[config.mk]
export PLATFORM = sky130hd
export DESIGN_NAME = gpu_bram_arbiter
export DESIGN_NICKNAME = d
export VERILOG_FILES = /design/src/rtl/gpu_bram_arbiter.sv
export SDC_FILE = /design/constraint.sdc
export NUM_CORES = 1
export LEC_CHECK = 0
export CAP_MARGIN = 25
export CORE_AREA = 2 2 123 125
export CTS_BUF_LIST = sky130_fd_sc_hd__clkbuf_4 sky130_fd_sc_hd__clkbuf_8
export DETAILED_ROUTE_END_ITERATION = 8
export DIE_AREA = 0 0 125 127
export PLACE_DENSITY = 0.76
export SYNTH_ARGS = -nofsm -noshare
export SYNTH_HDL_FRONTEND = slang
export SYNTH_SLANG_ARGS = --single-unit
export TNS_END_PERCENT = 100
[constraint.sdc]
create_clock -name clk -period 6 [get_ports clk]
set_input_delay 1.2 -clock clk [delete_from_list [all_inputs] [get_ports clk]]
set_output_delay 1.2 -clock clk [all_outputs]
set_load 0.01 [all_outputs]
[src/rtl/gpu_bram_arbiter.sv]
// gpu_bram_arbiter: round-robin two-reader / one-writer front end for a 1R1W BRAM with a zero-fill sequencer
module gpu_bram_arbiter #(
   parameter int ADDR_WIDTH = 10,
   parameter int SIZE       = 1024,
   parameter int DATA_WIDTH = 64
) (
   input  logic                  clk,
   input  logic                  reset,
   input  logic                  rd_req_a,
   input  logic [ADDR_WIDTH-1:0] rd_addr_a,
   output logic                  rd_gnt_a,
   output logic                  rd_valid_a,
   input  logic                  rd_req_b,
   input  logic [ADDR_WIDTH-1:0] rd_addr_b,
   output logic                  rd_gnt_b,
   output logic                  rd_valid_b,
   output logic [DATA_WIDTH-1:0] rd_data,
   input  logic                  wr_req,
   input  logic [ADDR_WIDTH-1:0] wr_addr,
   input  logic [DATA_WIDTH-1:0] wr_data,
   output logic                  wr_ready,
   input  logic                  clear_start,
   output logic                  clear_busy,
   output logic                  clear_done,
   output logic [ADDR_WIDTH-1:0] mem_dout_addr,
   input  logic [DATA_WIDTH-1:0] mem_dout,
   output logic                  we,
   output logic [ADDR_WIDTH-1:0] mem_din_addr,
   output logic [DATA_WIDTH-1:0] mem_din
);
   typedef enum logic {IDLE, CLEAR} state_t;
   localparam logic [ADDR_WIDTH:0] LAST = (ADDR_WIDTH+1)'(SIZE - 1);
   state_t                r_state, w_next;
   logic [ADDR_WIDTH:0]   r_cnt, w_cnt_inc;
   logic                  r_ptr_b, r_valid_a, r_valid_b, r_we, r_done;
   logic [ADDR_WIDTH-1:0] r_din_addr;
   logic [DATA_WIDTH-1:0] r_din;
   logic                  w_last, w_start;
   assign w_cnt_inc     = r_cnt + (ADDR_WIDTH+1)'(1);
   assign w_last        = r_cnt == LAST;
   assign w_start       = r_state == IDLE && clear_start;
   assign rd_gnt_a      = rd_req_a && (!rd_req_b || !r_ptr_b);
   assign rd_gnt_b      = rd_req_b && (!rd_req_a || r_ptr_b);
   assign mem_dout_addr = rd_gnt_a ? rd_addr_a : rd_gnt_b ? rd_addr_b : '0;
   assign rd_data       = mem_dout;
   assign rd_valid_a    = r_valid_a;
   assign rd_valid_b    = r_valid_b;
   assign we            = r_we;
   assign mem_din_addr  = r_din_addr;
   assign mem_din       = r_din;
   assign clear_done    = r_done;
   // read side: pointer moves to the losing side after every grant; valids trail grants by the BRAM latency
   always_ff @(posedge clk or posedge reset)
      if (reset) begin
         r_ptr_b   <= 1'b0;
         r_valid_a <= 1'b0;
         r_valid_b <= 1'b0;
      end else begin
         r_valid_a <= rd_gnt_a;
         r_valid_b <= rd_gnt_b;
         if (rd_gnt_a || rd_gnt_b) r_ptr_b <= rd_gnt_a;
      end
   // state register
   always_ff @(posedge clk or posedge reset)
      if (reset) r_state <= IDLE;
      else r_state <= w_next;
   // next state and write-side handshakes; a clear request beats a same-cycle CPU write
   always_comb begin
      w_next     = r_state;
      wr_ready   = 1'b0;
      clear_busy = 1'b0;
      if (r_state == IDLE) begin
         wr_ready = !clear_start;
         if (clear_start) w_next = CLEAR;
      end else begin
         clear_busy = 1'b1;
         if (w_last) w_next = IDLE;
      end
   end
   // write port: CPU writes in IDLE, one zero word per cycle while clearing
   always_ff @(posedge clk or posedge reset)
      if (reset) begin
         r_cnt      <= '0;
         r_we       <= 1'b0;
         r_din_addr <= '0;
         r_din      <= '0;
         r_done     <= 1'b0;
      end else begin
         r_done <= r_state == CLEAR && w_last;
         if (w_start) begin
            r_cnt      <= '0;
            r_we       <= 1'b1;
            r_din_addr <= '0;
            r_din      <= '0;
         end else if (r_state == CLEAR) begin
            r_cnt      <= w_cnt_inc;
            r_we       <= !w_last;
            r_din_addr <= w_cnt_inc[ADDR_WIDTH-1:0];
         end else begin
            r_we <= wr_req;
            if (wr_req) begin
               r_din_addr <= wr_addr;
               r_din      <= wr_data;
            end
         end
      end
endmodule
==> results of run 1 <==
[synthesized netlist by cell type, types with 2 or more instances]
| cell | n |
|---|---|
| dfrtp_1 | 91 |
| a22o_1 | 74 |
| clkbuf_1 | 10 |
| nor2_1 | 3 |
| and2_1 | 2 |
| buf_6 | 7 |
| o221ai_1 | 2 |
| nor3_1 | 2 |
| buf_2 | 6 |
| inv_1 | 4 |
| o22ai_1 | 4 |
| nand4_1 | 2 |
| mux2i_1 | 9 |
| nand2b_1 | 3 |
| buf_4 | 64 |
| o21ai_1 | 4 |
| xor2_1 | 2 |
| nand2_1 | 10 |
| o211ai_1 | 7 |
| a31oi_1 | 5 |
| or4_1 | 3 |
| inv_2 | 2 |
| nand3_1 | 9 |
| o21ai_0 | 6 |
[state kept, by name (all words and copies together), names as in the netlist]
| signal | count |
|---|---|
| rd_valid_b | 1 |
| rd_valid_a | 1 |
| mem_din | 64 |
| r_state | 1 |
| r_ptr_b | 1 |
| we | 1 |
| r_cnt | 11 |
| mem_din_addr | 10 |
| clear_done | 1 |
[per-stage QoR]
stage                     instances  power (mW)  setup WS [ns]  utilization (%)  cell area, um2
after CTS                       655        1.61           1.82             41.0            5910
after global placement          639        1.23           1.87             39.7            5730
after floorplan                 348        1.02           2.44                -            4180
after global routing            656        1.68           1.72             41.2            5940
final                           656        1.58           1.82             41.2            5940
after detailed placement        640        1.24           1.82             39.9            5750
[cells by family after synthesis]
family / count (synthesis) / share of synthesized area, %
AND/OR/NAND/NOR: 43 / 5.99
AO/OA/AOI/OAI: 107 / 20.7
multiplexers: 9 / 2.16
flip-flops: 91 / 54.5
adder cells (fa/ha/maj): 1 / 0.300
XOR/XNOR: 3 / 0.629
buffers and inverters: 94 / 15.6
[per-layer routing]
layer | vias to the layer above | share of wire, % | global-route usage [%]
li1 | 1457 | - | -
met1 | 1495 | 41 | 16.8
met2 | 198 | 47 | 22.1
met3 | 44 | 9.6 | 5.74
met4 | 0 | 2.7 | 5.88
met5 | - | 0 | 0
[final cells by class]
class | instances | area (um2) | share of cell area (%)
sequential | 91 | 2280 | 38.3
tap | 184 | 230 | 3.87
clock buffer | 9 | 124 | 2.08
multi-input combinational | 163 | 1250 | 21.1
timing repair buffer | 197 | 1990 | 33.5
inverter | 6 | 25.0 | 0.421
clock inverter | 6 | 42.5 | 0.716
[how the worst min path moves through the flow]
stage / slack, ns / cells after the start / start / endpoint
3_5_place_dp: 0.48 / 1 / r_cnt[10]$_DFFE_PP0P_ / clear_done$_DFF_PP0_
6_report: 0.49 / 1 / r_cnt[10]$_DFFE_PP0P_ / clear_done$_DFF_PP0_
5_1_grt: 0.51 / 1 / r_cnt[10]$_DFFE_PP0P_ / clear_done$_DFF_PP0_
4_1_cts: 0.49 / 1 / r_cnt[10]$_DFFE_PP0P_ / clear_done$_DFF_PP0_
3_3_place_gp: 0.47 / 1 / r_cnt[10]$_DFFE_PP0P_ / clear_done$_DFF_PP0_
2_1_floorplan: 0.43 / 1 / r_cnt[10]$_DFFE_PP0P_ / clear_done$_DFF_PP0_
[power groups by stage]
stage	logic, mW	clock network, mW	registers [mW]
4_1_cts	0.440	0.380	0.787
2_1_floorplan	0.215	0	0.805
3_5_place_dp	0.438	0	0.798
6_report	0.434	0.360	0.789
3_3_place_gp	0.432	0	0.794
5_1_grt	0.469	0.409	0.802
[critical path, cell delays in order]
cell,delay (ns)
clkdlybuf4s50_1,0.55
or2_1,0.49
inv_2,0.20
clkdlybuf4s50_1,0.53
==> results.toml, run 1 <==
[route]
drt-total-wl_um = 11300
drc_errors = 0
num_vias = 3194
vias_per_cell = 4.87
ant_nets = 0
drt-initial-drc-count = 125
drt_pre_antenna_iters = 4
wl_per_cell_um = 17.3

[setup_path]
critPathCaptureType = "primary output"
timing.rr.end = "mem_din[50]$_DFFE_PP0P_"
startpoint = "clear_start"
crit_end = "wr_ready"
reg2reg_slack_ns = 3.51
reg2reg_depth = 5
r2r_start = "r_state$_DFF_PP0_"
cp-start-kind = "input pin"
required_ns = 4.80
arrival_ns = 2.98
crit_type = "in2out"
cp_max_fo = 15

[logic_synthesis]
async_reset_ff_share_pct = 100
netlist_top_cells_area = "dfrtp_1 (55%), a22o_1 (16%), buf_4 (12%)"
synthDistinctLibCells = 41
synth_area_per_cell_um2 = 12.0
netlist_area_mm2 = 0.00418
ys_warn_count = 0
yosysTopAreaCell = "dfrtp_1"
synth_seq_cells = 91
ys_seq_area_share_pct = 54.5
syn-num-nets = 513
synth_ff_type = "dfrtp_1"
synthCells = 348
yosysTopAreaCellShare_pct = 54.5
synth-edff-count = 0

[timing]
hold_violations = 0
slew_headroom_pct = 56.8
setup_viol = 0
worst_pin_slew_ns = 0.648
finClkSkew_ns = 0.0184
period_share_pct = 69.7
finalWorstPathRequiredPeriod_ns = 4.18
setup_tns_ns = 0
grt_setup_unrepaired = "false"
hold_slack_ns = 0.488
fmax_ghz = 0.239
slew_violations = 0

[global_route]
grt_usage_pct = 13.9
grt_pass1_wl_um = 17600
grt-ovfl-total = 0
antenna_found_initial = 0
grt_pass1_vias = 3328
grt_max_degree = 56

[job]
max_cap_viol_count = 0

[placed_design]
place_congestion = 0.834
portBuffers = 191
dpl.hpwl_um = 8250

[clocking]
cts.sinks = 91
postCtsHoldBufs = 0
clkTransAtPathRegs_ns = 0.10
clock_path_buffers = 2
post-cts-setup-buffers = 0
cts_tree = "done"
worstSkewPairLatency_ns = 0.36
root_buffer = "clkbuf_8"
cts.repair.resized = 0
cts_buffers = 9
cts_max_level = 3

[power_and_ir_drop]
p_leak_nw = 2.51
p_int_mw = 1.12
powerDensity_mw_per_mm2 = 266
swShare_pct = 29.2
power_frac_clock_pct = 22.8
vdd_ir_drop_max_uv = 152
seqPwrFrac_pct = 49.8
switching_power_uw = 463
pwr-share-comb_pct = 27.4

[worst_hold_path]
min_path_type = "reg2reg"

[layout]
antenna_cells = 0
final_common_cell = "clkdlybuf4s50_1"
fillers = 1348
drive_above_1_share_pct = 6.57
areaGrowthSynthToFinish_pct = 42.3
layout_common_cells = "clkdlybuf4s50_1 (191), dfrtp_1 (91), a22o_1 (74)"
final_nets = 633

[floorplan]
dieArea_mm2 = 0.0159
die_w_um = 125
placementRows = 44
die_h_um = 127
initial_utilization_pct = 28.9
io_pins = 320
core_area_mm2 = 0.0144

[run_status]
status = "finished clean"
(Power assumes the default switching activity.)
==> run 2, diff against run 1 <==
==> constraint.sdc (replaced) <==
create_clock -name clk -period 4.3 [get_ports clk]
set_input_delay 0.86 -clock clk [delete_from_list [all_inputs] [get_ports clk]]
set_output_delay 0.86 -clock clk [all_outputs]
set_load 0.01 [all_outputs]
==> run 2 against run 1 <==
  * Non-clock buffer count shrank 1
  * Sequential cell count is the same
  * Sequential power grew 39%
  * Critical endpoint unchanged
==> results.toml, run 2 (synthesis results as in run 1) <==
[route]
drt-total-wl_um = 11500
drc_errors = 0
drt-initial-drc-count = 142
vias_per_cell = 4.88
drt_pre_antenna_iters = 4
num_vias = 3199
wl_per_cell_um = 17.6
ant_nets = 0

[timing]
setup_viol = 0
setup_tns_ns = 0
grt_setup_unrepaired = "false"
period_share_pct = 81.9
slew_violations = 0
hold_violations = 0
fmax_ghz = 0.284
slew_headroom_pct = 58.2
finalWorstPathRequiredPeriod_ns = 3.52
worst_pin_slew_ns = 0.627
finClkSkew_ns = 0.0189

[global_route]
grt_pass1_vias = 3343
grt_max_degree = 58
grt_usage_pct = 14.4
grt_pass1_wl_um = 18000
grt-ovfl-total = 0
antenna_found_initial = 0

[layout]
antenna_cells = 0
drive_above_1_share_pct = 6.37
final_common_cell = "clkdlybuf4s50_1"
final_nets = 632
areaGrowthSynthToFinish_pct = 42.3
fillers = 1354
largest_register_ffs = 64
layout_common_cells = "clkdlybuf4s50_1 (191), dfrtp_1 (91), a22o_1 (74)"
fin_util_pct = 41.2

[setup_path]
cp_max_fo = 15
cp-start-kind = "input pin"
critPathCaptureType = "primary output"
reg2reg_depth = 5
timing.rr.end = "mem_din[49]$_DFFE_PP0P_"
arrival_ns = 2.66
r2r_start = "r_state$_DFF_PP0_"
required_ns = 3.44
crit_type = "in2out"
reg2reg_slack_ns = 1.67

[clocking]
post-cts-setup-buffers = 0
clock_path_buffers = 2
clkTransAtPathRegs_ns = 0.10
root_buffer = "clkbuf_8"
worstSkewPairLatency_ns = 0.37
cts_max_level = 3
cts_tree = "done"
cts_buffers = 9
cts.repair.resized = 0
postCtsHoldBufs = 0
cts.sinks = 91

[power_and_ir_drop]
p_leak_nw = 2.51
vdd_ir_drop_max_uv = 188
powerDensity_mw_per_mm2 = 381

[placed_design]
dpl.hpwl_um = 8440
place_congestion = 0.812
portBuffers = 191

[worst_hold_path]
min_path_type = "reg2reg"
min_path_cells = 1
min-delay-start = "r_cnt[10]$_DFFE_PP0P_"
whs_endpoint = "clear_done$_DFF_PP0_"

[floorplan]
dieArea_mm2 = 0.0159
core_area_mm2 = 0.0144
die_w_um = 125
placementRows = 44
io_pins = 320
initial_utilization_pct = 28.9
die_h_um = 127

[run_status]
status = "finished clean"

[job]
max_cap_viol_count = 0
==> run 2: changes by cell type in the layout (fill, tap and decap cells not counted) <==
cell / change
clkinv_2: -2
inv_6: +1
clkbuf_8: +2
buf_12: -1
clkinv_4: -1
==> run 2: area by class of cell <==
| cell class | instances | area [um2] | share of cell area [%] |
|---|---|---|---|
| flip-flops and latches | 91 | 2280 | 38.3 |
| repair buffers | 196 | 1970 | 33.2 |
| multi-input cells | 163 | 1250 | 21.1 |
| inverters | 6 | 25.0 | 0.421 |
| clock inverters | 4 | 32.5 | 0.548 |
| well taps | 184 | 230 | 3.88 |
| clock buffers | 11 | 151 | 2.55 |
==> run 2: how the worst max path moves through the flow <==
stage / from / endpoint / slack (ns) / depth (start not counted)
finish: clear_start / wr_ready / 0.78 / 4
floorplan: reset / clear_done$_DFF_PP0_ / 1.08 / 1
global placement: clear_start / wr_ready / 0.84 / 4
CTS: clear_start / wr_ready / 0.81 / 4
global route: clear_start / wr_ready / 0.67 / 4
detailed placement: clear_start / wr_ready / 0.80 / 4
==> run 2: routing by layer <==
layer / vias to the layer above / share of wire [%] / GRT usage, %
met4: 0 / 3.2 / 7.52
met1: 1522 / 41 / 16.9
met5: - / 0 / 0
met2: 184 / 48 / 23.3
met3: 43 / 8.6 / 5.07
li1: 1450 / - / -
==> run 2: metrics by stage <==
stage               hold WS (ns)  setup slack [ns]  power [mW]  area, um2  cells
global placement           0.467             0.844        1.71       5730    639
detailed placement         0.469             0.801        1.73       5760    640
CTS                        0.485             0.810        2.30       5940    655
floorplan                  0.434              1.08        1.42       4180    348
global route               0.505             0.673        2.41       5940    655
finish                     0.485             0.780        2.26       5940    655
==> run 2: report_power, final <==
group / internal [mW] / switching [mW]
combinational: 0.375 / 0.239
clock: 0.243 / 0.305
sequential: 0.982 / 0.118
total: 1.60 / 0.662
==> run 2: worst max-delay path, cell delays in order <==
cell	delay [ns]
clkdlybuf4s50_1	0.54
or2_1	0.51
inv_2	0.21
clkdlybuf4s50_1	0.53
